[src/rtl/rv32_pipe_pkg.sv]
// rv32_pipe_pkg: constants and fetch-stage state encoding shared by the RV32IM pipeline
package rv32_pipe_pkg;
    localparam logic [31:0] NOP_INSTR            = 32'h0000_0013;
    localparam logic [31:0] DEFAULT_RESET_VECTOR = 32'h0000_0000;
    typedef enum logic [1:0] {
        S_RESET,
        S_FETCH,
        S_HOLD,
        S_DRAIN
    } fetch_state_t;
endpackage

[src/rtl/fetch_pc_unit_pc_reg.sv]
// pc_reg: program counter with load enable, word-alignment masking and misalignment pulse
module pc_reg
    import rv32_pipe_pkg::*;
#(
    parameter logic [31:0] RESET_VECTOR = DEFAULT_RESET_VECTOR
) (
    input  logic        clk,
    input  logic        reset_n,
    input  logic        load,
    input  logic [31:0] d,
    output logic [31:0] q,
    output logic        misaligned
);
    always_ff @(posedge clk or negedge reset_n) begin
        if (!reset_n) begin
            q          <= RESET_VECTOR;
            misaligned <= 1'b0;
        end else begin
            if (load) q <= {d[31:2], 2'b00};
            misaligned <= load && (d[1:0] != 2'b00);
        end
    end
endmodule

[src/rtl/fetch_pc_unit.sv]
// fetch_pc_unit: IF stage - PC, instruction-memory handshake and IF/ID register
module fetch_pc_unit
    import rv32_pipe_pkg::*;
#(
    parameter logic [31:0] RESET_VECTOR = DEFAULT_RESET_VECTOR,
    parameter logic [31:0] NOP_INSTR    = rv32_pipe_pkg::NOP_INSTR
) (
    input  logic        clk,
    input  logic        reset_n,
    input  logic [31:0] pc_next,
    input  logic        redirect,
    input  logic        stall,
    input  logic        imem_busywait,
    input  logic [31:0] imem_readdata,
    output logic [31:0] pc,
    output logic [31:0] pc_plus4,
    output logic [31:0] imem_addr,
    output logic        imem_read,
    output logic [31:0] ifid_pc,
    output logic [31:0] ifid_instr,
    output logic        ifid_valid,
    output logic        fetch_busy,
    output logic        misaligned
);
    fetch_state_t state;
    logic [31:0]  hold_instr;
    logic [31:0]  drain_addr;
    logic         comp;
    logic         pc_load;

    assign imem_read  = (state == S_FETCH) || (state == S_DRAIN);
    assign imem_addr  = (state == S_DRAIN) ? drain_addr : pc;
    assign comp       = imem_read && !imem_busywait;
    assign pc_plus4   = pc + 32'd4;
    assign fetch_busy = (state == S_FETCH && imem_busywait) || state == S_DRAIN || state == S_RESET;
    assign pc_load    = redirect || (state == S_FETCH && comp && !stall) || (state == S_HOLD && !stall);

    pc_reg #(.RESET_VECTOR(RESET_VECTOR)) u_pc_reg (
        .clk       (clk),
        .reset_n   (reset_n),
        .load      (pc_load),
        .d         (pc_next),
        .q         (pc),
        .misaligned(misaligned)
    );

    always_ff @(posedge clk or negedge reset_n) begin
        if (!reset_n) begin
            state      <= S_RESET;
            ifid_pc    <= 32'h0;
            ifid_instr <= NOP_INSTR;
            ifid_valid <= 1'b0;
            hold_instr <= NOP_INSTR;
            drain_addr <= 32'h0;
        end else if (redirect) begin
            ifid_valid <= 1'b0;
            ifid_instr <= NOP_INSTR;
            // an in-flight request must still be retired before the new PC can be fetched
            if (state == S_FETCH && imem_busywait) begin
                state      <= S_DRAIN;
                drain_addr <= pc;
            end else begin
                state <= (state == S_DRAIN && !comp) ? S_DRAIN : S_FETCH;
            end
        end else begin
            case (state)
                S_RESET: begin
                    state <= S_FETCH;
                    if (!stall) begin
                        ifid_valid <= 1'b0;
                        ifid_instr <= NOP_INSTR;
                    end
                end
                S_FETCH: begin
                    if (comp && stall) begin
                        hold_instr <= imem_readdata;
                        state      <= S_HOLD;
                    end else if (comp) begin
                        ifid_pc    <= pc;
                        ifid_instr <= imem_readdata;
                        ifid_valid <= 1'b1;
                    end else if (!stall) begin
                        ifid_valid <= 1'b0;
                        ifid_instr <= NOP_INSTR;
                    end
                end
                S_HOLD: begin
                    if (!stall) begin
                        ifid_pc    <= pc;
                        ifid_instr <= hold_instr;
                        ifid_valid <= 1'b1;
                        state      <= S_FETCH;
                    end
                end
                S_DRAIN: begin
                    if (comp) state <= S_FETCH;
                    if (!stall) begin
                        ifid_valid <= 1'b0;
                        ifid_instr <= NOP_INSTR;
                    end
                end
                default: state <= S_RESET;
            endcase
        end
    end
endmodule

[config.mk]
export PLATFORM = sky130hd
export DESIGN_NAME = fetch_pc_unit
export DESIGN_NICKNAME = d
export VERILOG_FILES = /design/src/rtl/rv32_pipe_pkg.sv /design/src/rtl/fetch_pc_unit_pc_reg.sv /design/src/rtl/fetch_pc_unit.sv
export SDC_FILE = /design/constraint.sdc
export NUM_CORES = 1
export LEC_CHECK = 0
export ABC_AREA = 1
export CAP_MARGIN = 20
export CORE_ASPECT_RATIO = 2
export CORE_UTILIZATION = 35
export CTS_BUF_LIST = sky130_fd_sc_hd__clkbuf_4
export DETAILED_ROUTE_END_ITERATION = 7
export PLACE_DENSITY_LB_ADDON = 0.05
export RECOVER_POWER = 100
export SYNTH_ARGS = -nofsm -noshare
export SYNTH_HDL_FRONTEND = slang
export SYNTH_SLANG_ARGS = --single-unit
[constraint.sdc]
create_clock -name clk -period 4.8 [get_ports clk]
set_clock_uncertainty 0.1 [all_clocks]
set_input_delay 1.2 -clock clk [delete_from_list [all_inputs] [get_ports clk]]
set_output_delay 1.2 -clock clk [all_outputs]
set_load 0.02 [all_outputs]
# Word level (Yosys, flattened, before mapping)
# Cells that the tools add are included.
# word_totals
regBits,160
output_inout_bits,164
in_bits,69
word_cells,69
# classes
eq_ne,10
bitwise_logic,1
mux,24
reduce_logical,25
addsub,1
# op_table
op,n
2-to-1 mux 32 bit,9
one-hot mux 32 bit (3 select lines),1
one-hot mux 32 bit (2 select lines),1
"adder 32 x 3 -> 32 bit, second input constant",1
2-to-1 mux 2 bit,6
"!= test 3 bit, second input constant",3
logical AND 1 bit,8
one-hot mux 2 bit (4 select lines),1
"!= test 2 bit, second input constant",3
AND reduction 3 bit,2
logical OR 1 bit,5
2-to-1 mux 1 bit,5
AND reduction 5 bit,1
"equality test 2 bit, second input constant",2
AND reduction 2 bit,2
nonzero test 2 bit,2
logical NOT 1 bit,3
"!= test 3 x 2 -> 1 bit, second input constant",1
one-hot mux 1 bit (3 select lines),1
"equality test 2 x 1 -> 1 bit, second input constant",1
logical NOT 2 bit,1
OR reduction 2 bit,1
inverter 1 bit,1

# Depth between registers and ports, before layout
# Gate-level depths: netlist of the first run.
# depth
word_depth,8
ltp_mapped,10

# Hierarchy
# Synthesis of the first run repeated with hierarchy kept, for this count alone.
# unflattened
cells_unflattened,1193
area_unflattened_um2,8521.9
# modules_own_cells
module,cells_each,area_each_um2,seq_area_each_um2,instances
fetch_pc_unit,1060,7348.3,3285.7,1
pc_reg,133,1173.6,775.7,1

# Least setup slack after synthesis of the first run
# OpenSTA, ideal clock, no wires.
# synth_path
path_type,register -> output
start,register u_pc_reg.q[2]
end,output pc_plus4[16]
setup_slack_ns,1.821
required_time_ns,3.500
arrival_ns,1.679
n_path_buf,0
path_stages_with_launch,6
cell_sequence,dfrtp_1 > ha_1 > nand3_1 > nor2_1 > nand3_1 > xor2_1
# synth_via
elab_chain_len,1
# synth_rtl
element,line_no,source
start: declaration,fetch_pc_unit_pc_reg.sv:11,"output logic [31:0] q,"
start signal: assignment,fetch_pc_unit_pc_reg.sv:19,"if (load) q <= {d[31:2], 2'b00};"
adder 32 x 3 -> 32 bit,fetch_pc_unit.sv:34,assign pc_plus4 = pc + 32'd4;
end: declaration,fetch_pc_unit.sv:16,"output logic [31:0] pc_plus4,"
# No other way between the ends.

# Worst setup path in the final report of the first run
# Ends and elaborated chain as after synthesis.

==> results of run 1 <==
==> worst max-delay path, cell delays in order (launching register included) <==
cell and delay, ps:
dfrtp_1 500, ha_1 330, nand3_1 240, nor2_1 460
nand3_1 150, xor2_1 150, dlygate4sd3_1 690
==> path summary, 6_finish.rpt <==
| path | slack (ps) | to |
|---|---|---|
| min reg2reg | 380 | hold_instr[0] |
| max reg2reg | 830 | state[1] |
| min | 380 | hold_instr[0] |
| max | 360 | pc_plus4[16] |
| min in group asynchronous | 740 | ifid_instr[23] |
| max in group asynchronous | 1060 | u_pc_reg.misaligned |
==> state kept, by name, summed over array words and instances (netlist names) <==
signal / count
u_pc_reg.q: 30
drain_addr: 30
ifid_valid: 1
ifid_pc: 30
ifid_instr: 32
hold_instr: 32
state: 2
u_pc_reg.misaligned: 1
==> through the flow <==
stage,worst slack [ps],utilization (%),power (mW),area [µm²]
2_1_floorplan,1821,-,4.070,8564
3_3_place_gp,907.4,45.64,5.528,10920
3_5_place_dp,906.9,45.64,5.566,10920
4_1_cts,402.1,46.76,6.430,11190
5_1_grt,249.4,46.50,6.642,11120
6_report,359.9,46.50,6.137,11120
==> cells by family after synthesis <==
family                     count (synthesis)
xor gates and xnor gates                  15
DFF                                      158
buffers and inverters                    188
adders and majority gates                  6
other                                      1
AOI/OAI and AO/OA                        173
and+or+nand+nor                          646
==> per-layer routing <==
metal	vias to the layer above	global-route usage (%)	routed length, µm
met1	3842	26.15	11000
met2	248	43.66	15320
met5	-	0	0
met3	52	6.466	1520
li1	4114	-	-
met4	0	11.10	1093
==> area by class of cell <==
class	instances	area (µm²)	area share, %
multi-input combinational	848	3760	33.80
timing repair buffer	240	2349	21.11
tap	287	359.1	3.228
inverter	113	424.2	3.813
clock inverter	11	125.1	1.125
clock buffer	19	142.6	1.282
sequential	158	3961	35.61
antenna	1	2.502	0.02250
==> layout by cell type, fill, tap and decap left out, drive strengths merged, types with 8 or more instances in the layout <==
master / count
clkdlybuf4s50: 66
dfrtp: 152
clkbuf: 26
nand2: 452
dlygate4sd3: 157
clkinv: 10
a21oi: 17
conb: 8
buf: 10
o21ai: 139
xor2: 15
nand3: 129
o211ai: 17
inv: 111
nor2: 63
==> where the power goes <==
| group | total [mW] | internal [mW] | switching (mW) |
|---|---|---|---|
| Clock | 0.839 | 0.356 | 0.482 |
| Combinational | 3.04 | 1.14 | 1.90 |
| Sequential | 2.26 | 1.88 | 0.378 |
==> flow_summary.json, run 1 <==
{
  "outcome": "complete, but fails checks",
  "violations": "capacitance limit, slew limit",
  "synthMuxAreaShare_pct": 0,
  "fin_nets": 1453,
  "cts_sinks": 158,
  "setup_tns_ps": 0,
  "cts.path.max_buffers": 2,
  "synth_top_family_by_area": "simple AND/OR/NAND/NOR gates",
  "drt_iter0_drc": 592,
  "num_vias": 8256,
  "synth.avg_cell_area_um2": 7.193,
  "ys_ff_latch": 158,
  "yosysWarnings": 0,
  "slew_viol_final": 81,
  "fp.coreArea_um2": 23920,
  "holdWs_ps": 379.4,
  "synth.distinct_cells": 27,
  "drtPass1Iterations": 5,
  "ys.flop_type": "dfrtp_1",
  "cts_htree_levels": 4,
  "power_leakage_nw": 5.585,
  "grt_use_total_pct": 24.23,
  "io_buffers": 224,
  "finalCritPeriodShare_pct": 92.50,
  "grt_pass1_vias": 8208,
  "r2r-start": "state[0]",
  "critPathLaunchType": "flip-flop",
  "drive_gt1_share_pct": 3.960,
  "ios": 233,
  "crit_fanout": 8,
  "async_flop_share_pct": 100.0,
  "synthAdderAreaFrac_pct": 0.8792,
  "ys_seq_area_share_pct": 46.40,
  "synth_largest_area_cell": "dfrtp_1",
  "root_buffer": "clkbuf_4",
  "slew_headroom_pct": -47.34,
  "rsz0062_at_grt": "no",
  "hold_path.startpoint": "hold_instr[0]",
  "grt_remaining_overflow": 0,
  "drc_errors": 0,
  "place_congestion": 0.9186,
  "synthXorXnorAreaFrac_pct": 1.539,
  "finalWirelength_um": 28940,
  "crit_type": "reg -> out",
  "syn_inst": 1187,
  "synth_edf_count": 0,
  "setup_viol": 0,
  "cts_resized": 0,
  "peakVddDrop_mv": 0.2609,
  "period_minus_slack_ps": 4440,
  "cts.reportedPaths.clkPinSlew_ps": 120,
  "end_kind": "output port",
  "dieHeight_um": 222.9,
  "cp-startpoint": "u_pc_reg.q[2]",
  "yosysMostFrequentCell": "nand2_1",
  "numCtsBuffers": 17,
  "synth_top_area_share_pct": 44.55,
  "cts_tree": "yes",
  "vias_per_cell": 4.923,
  "worst_pin_slew_ps": 2210,
  "die_x_um": 112.4,
  "p_per_area_nw_per_um2": 551.8,
  "synth-simple-area-share_pct": 30.69,
  "cp.required_ps": 3500,
  "synth_compound_area_share_pct": 10.81,
  "worstSkewPairLatency_ps": 600,
  "r2r_cells": 11,
  "grt_max_degree": 104,
  "hold_path.class": "reg -> reg",
  "grt_pass1_wl_um": 45840,
  "stdcell_count": 1677,
  "clock.fmax_ghz": 0.2252,
  "dpl.hpwl_um": 20230,
  "cts_setup_buffers": 0,
  "maxCapViolCount": 1,
  "ant_nets": 0,
  "die_area_um2": 25060,
  "dp.cells": 1645,
  "area_delta_synth_final_pct": 30.28,
  "fill_cells": 2460,
  "cts_hold_buf": 0,
  "synth_commonest_cells": "nand2_1, dfrtp_1, nand3_1",
  "ys_top_cells_by_area": "dfrtp_1, nand2_1, nand3_1",
  "hold_depth": 2,
  "wl_per_cell_um": 17.26,
  "syn-cell-area_um2": 8538,
  "hold_violations": 0,
  "initial_core_util_pct": 35.69,
  "placementRows": 80,
  "cp.arrival_ps": 3140,
  "antenna_found_initial": 1
}
Power figures use the tool's default switching activity.
==> inputs of run 2 (changes only) <==
--- a/config.mk
+++ b/config.mk
@@ -8,11 +8,12 @@
 export ABC_AREA = 1
 export CAP_MARGIN = 20
 export CORE_ASPECT_RATIO = 2
-export CORE_UTILIZATION = 35
+export CORE_UTILIZATION = 50
 export CTS_BUF_LIST = sky130_fd_sc_hd__clkbuf_4
 export DETAILED_ROUTE_END_ITERATION = 7
 export PLACE_DENSITY_LB_ADDON = 0.05
 export RECOVER_POWER = 100
+export REMOVE_ABC_BUFFERS = 1
 export SYNTH_ARGS = -nofsm -noshare
 export SYNTH_HDL_FRONTEND = slang
 export SYNTH_SLANG_ARGS = --single-unit
==> run 2 against run 1 <==
The run still ends with capacitance limit, slew limit left. Critical path depth is 2 lower. Count of clock-buffer cells in the layout stayed put. Via count is 2.0% higher. Clock power is 20% higher. Non-clock buffer count is 2 lower. Power is 2.7% higher.
==> flow_summary.json, run 2 (synthesis results as in run 1) <==
{
  "outcome": "complete, but fails checks",
  "violations": "capacitance limit, slew limit",
  "cts_sinks": 158,
  "power_switching_mw": 2.736,
  "drtPass1Iterations": 5,
  "place_congestion": 0.9916,
  "p_int_mw": 3.569,
  "p_comb_share_pct": 48.2,
  "wl_per_cell_um": 16.34,
  "stdcell_count": 1597,
  "area_delta_synth_final_pct": 30.28,
  "grt_max_degree": 93,
  "hold_path.class": "reg -> reg",
  "slew_headroom_pct": -62.94,
  "hold_depth": 2,
  "cts_hold_buf": 0,
  "cts_htree_levels": 4,
  "finalCritPeriodShare_pct": 89.46,
  "fin_nets": 1451,
  "initial_core_util_pct": 50.93,
  "layout_common_cells": "nand2_1, dlygate4sd3_1, dfrtp_1",
  "placementRows": 67,
  "finalWirelength_um": 26100,
  "peakVddDrop_mv": 0.3136,
  "ant_nets": 0,
  "cts.path.max_buffers": 2,
  "numCtsBuffers": 17,
  "max_stage_delay_ps": 740,
  "rsz0062_at_grt": "no",
  "worstSkewPairLatency_ps": 560,
  "layout_commonest_cell": "nand2_1",
  "root_buffer": "clkbuf_4",
  "p_per_area_nw_per_um2": 566.9,
  "maxCapViolCount": 4,
  "ios": 233,
  "period_minus_slack_ps": 4294,
  "drt_iter0_drc": 503,
  "grt_pass1_vias": 8309,
  "dpl.hpwl_um": 18070,
  "clock.fmax_ghz": 0.2329,
  "die_x_um": 94.40,
  "grt_pass1_wl_um": 41970,
  "drive_gt1_share_pct": 4.107,
  "cp.required_ps": 3500,
  "end_kind": "output port",
  "setup_viol": 0,
  "worst_pin_slew_ps": 2444,
  "grt_use_total_pct": 31.01,
  "setup_tns_ps": 0,
  "io_buffers": 224,
  "crit_type": "reg -> out",
  "cts_tree": "yes",
  "fp.coreArea_um2": 16770,
  "power_frac_seq_pct": 35.9,
  "crit_fanout": 27,
  "sw_frac_of_total_pct": 43.39,
  "slew_viol_final": 277,
  "cts_resized": 0,
  "grt_remaining_overflow": 0,
  "cts.reportedPaths.clkPinSlew_ps": 120,
  "num_vias": 8419,
  "hold_violations": 0,
  "dp.cells": 1564,
  "power_leakage_nw": 5.619,
  "top_regs": "hold_instr: 32 flops, ifid_instr: 32 flops",
  "antenna_found_initial": 2,
  "drc_errors": 0,
  "r2r_cells": 10,
  "critPathLaunchType": "flip-flop",
  "critical_path.cell_chain": "ha_2 > inv_1 > nand2_1 > clkdlybuf4s50_1",
  "dieHeight_um": 186.8,
  "die_area_um2": 17630,
  "cp.arrival_ps": 2990,
  "vias_per_cell": 5.272,
  "holdWs_ps": 388.5,
  "clkPwrFrac_pct": 15.9,
  "cp_slowest_cell": "clkdlybuf4s50_1",
  "cts_setup_buffers": 0
}
[run 2: changes by cell type in the layout (fill, tap and decap cells not counted), moves of 2 or more]
cell	previous run	this run
clkinv_4	0	2
bufinv_16	3	6
buf_4	9	6
clkinv_1	6	3
clkinv_2	4	1
dlygate4sd3_1	157	155
clkdlybuf4s50_1	66	68
[run 2: final cells by class]
type	instances	area [µm²]
fillers	1524	5643
flip-flops and latches	158	3961
multi-input cells	848	3776
repair buffers	238	2337
inverters	113	424.2
well taps	207	259.0
clock inverters	12	217.7
clock buffers	19	142.6
diodes	2	5.005
[run 2: power by group through the flow]
stage / clock, mW / combinational [mW] / sequential (mW)
floorplan: 0 / 1.42 / 2.55
global placement: 0 / 3.15 / 2.28
detailed placement: 0 / 3.23 / 2.30
CTS: 1.03 / 3.24 / 2.27
global route: 1.08 / 3.34 / 2.34
finish: 1.01 / 3.04 / 2.26
[run 2: critical path, delay by kind of cell (launching register included)]
family,cells,cell delay [ps]
adders and majority gates,1,530
DFF,1,460
buffers and inverters,2,850
and+or+nand+nor,1,600
[run 2: through the flow]
| stage | instance area [µm²] | utilization [%] | setup WS [ps] | power, mW |
|---|---|---|---|---|
| global route | 11120 | 66.34 | 258.3 | 6.763 |
| global placement | 10780 | 64.28 | 934.7 | 5.421 |
| floorplan | 8165 | - | 1340 | 3.964 |
| finish | 11120 | 66.34 | 505.8 | 6.305 |
| CTS | 11170 | 66.60 | 521.0 | 6.539 |
| detailed placement | 10810 | 64.45 | 920.7 | 5.521 |
[run 2: worst paths after layout]
path / startpoint / to / slack (ps)
setup / recovery: state[0] / imem_read / 510
hold / removal: hold_instr[0] / hold_instr[0] / 390
setup reg to reg: state[0] / state[1] / 550
hold reg to reg: hold_instr[0] / hold_instr[0] / 390
max in group asynchronous: reset_n / drain_addr[18] / 1170
min in group asynchronous: reset_n / ifid_instr[14] / 1210
[run 2: routing by layer]
metal | GRT usage (%) | up-vias | wire, µm | part of all wire (%)
li1 | - | 4103 | - | -
met3 | 8.394 | 67 | 1859 | 7.1
met2 | 53.60 | 321 | 13780 | 53
met1 | 34.37 | 3928 | 9494 | 36
met5 | 0 | - | 0 | 0
met4 | 14.67 | 0 | 968 | 3.7
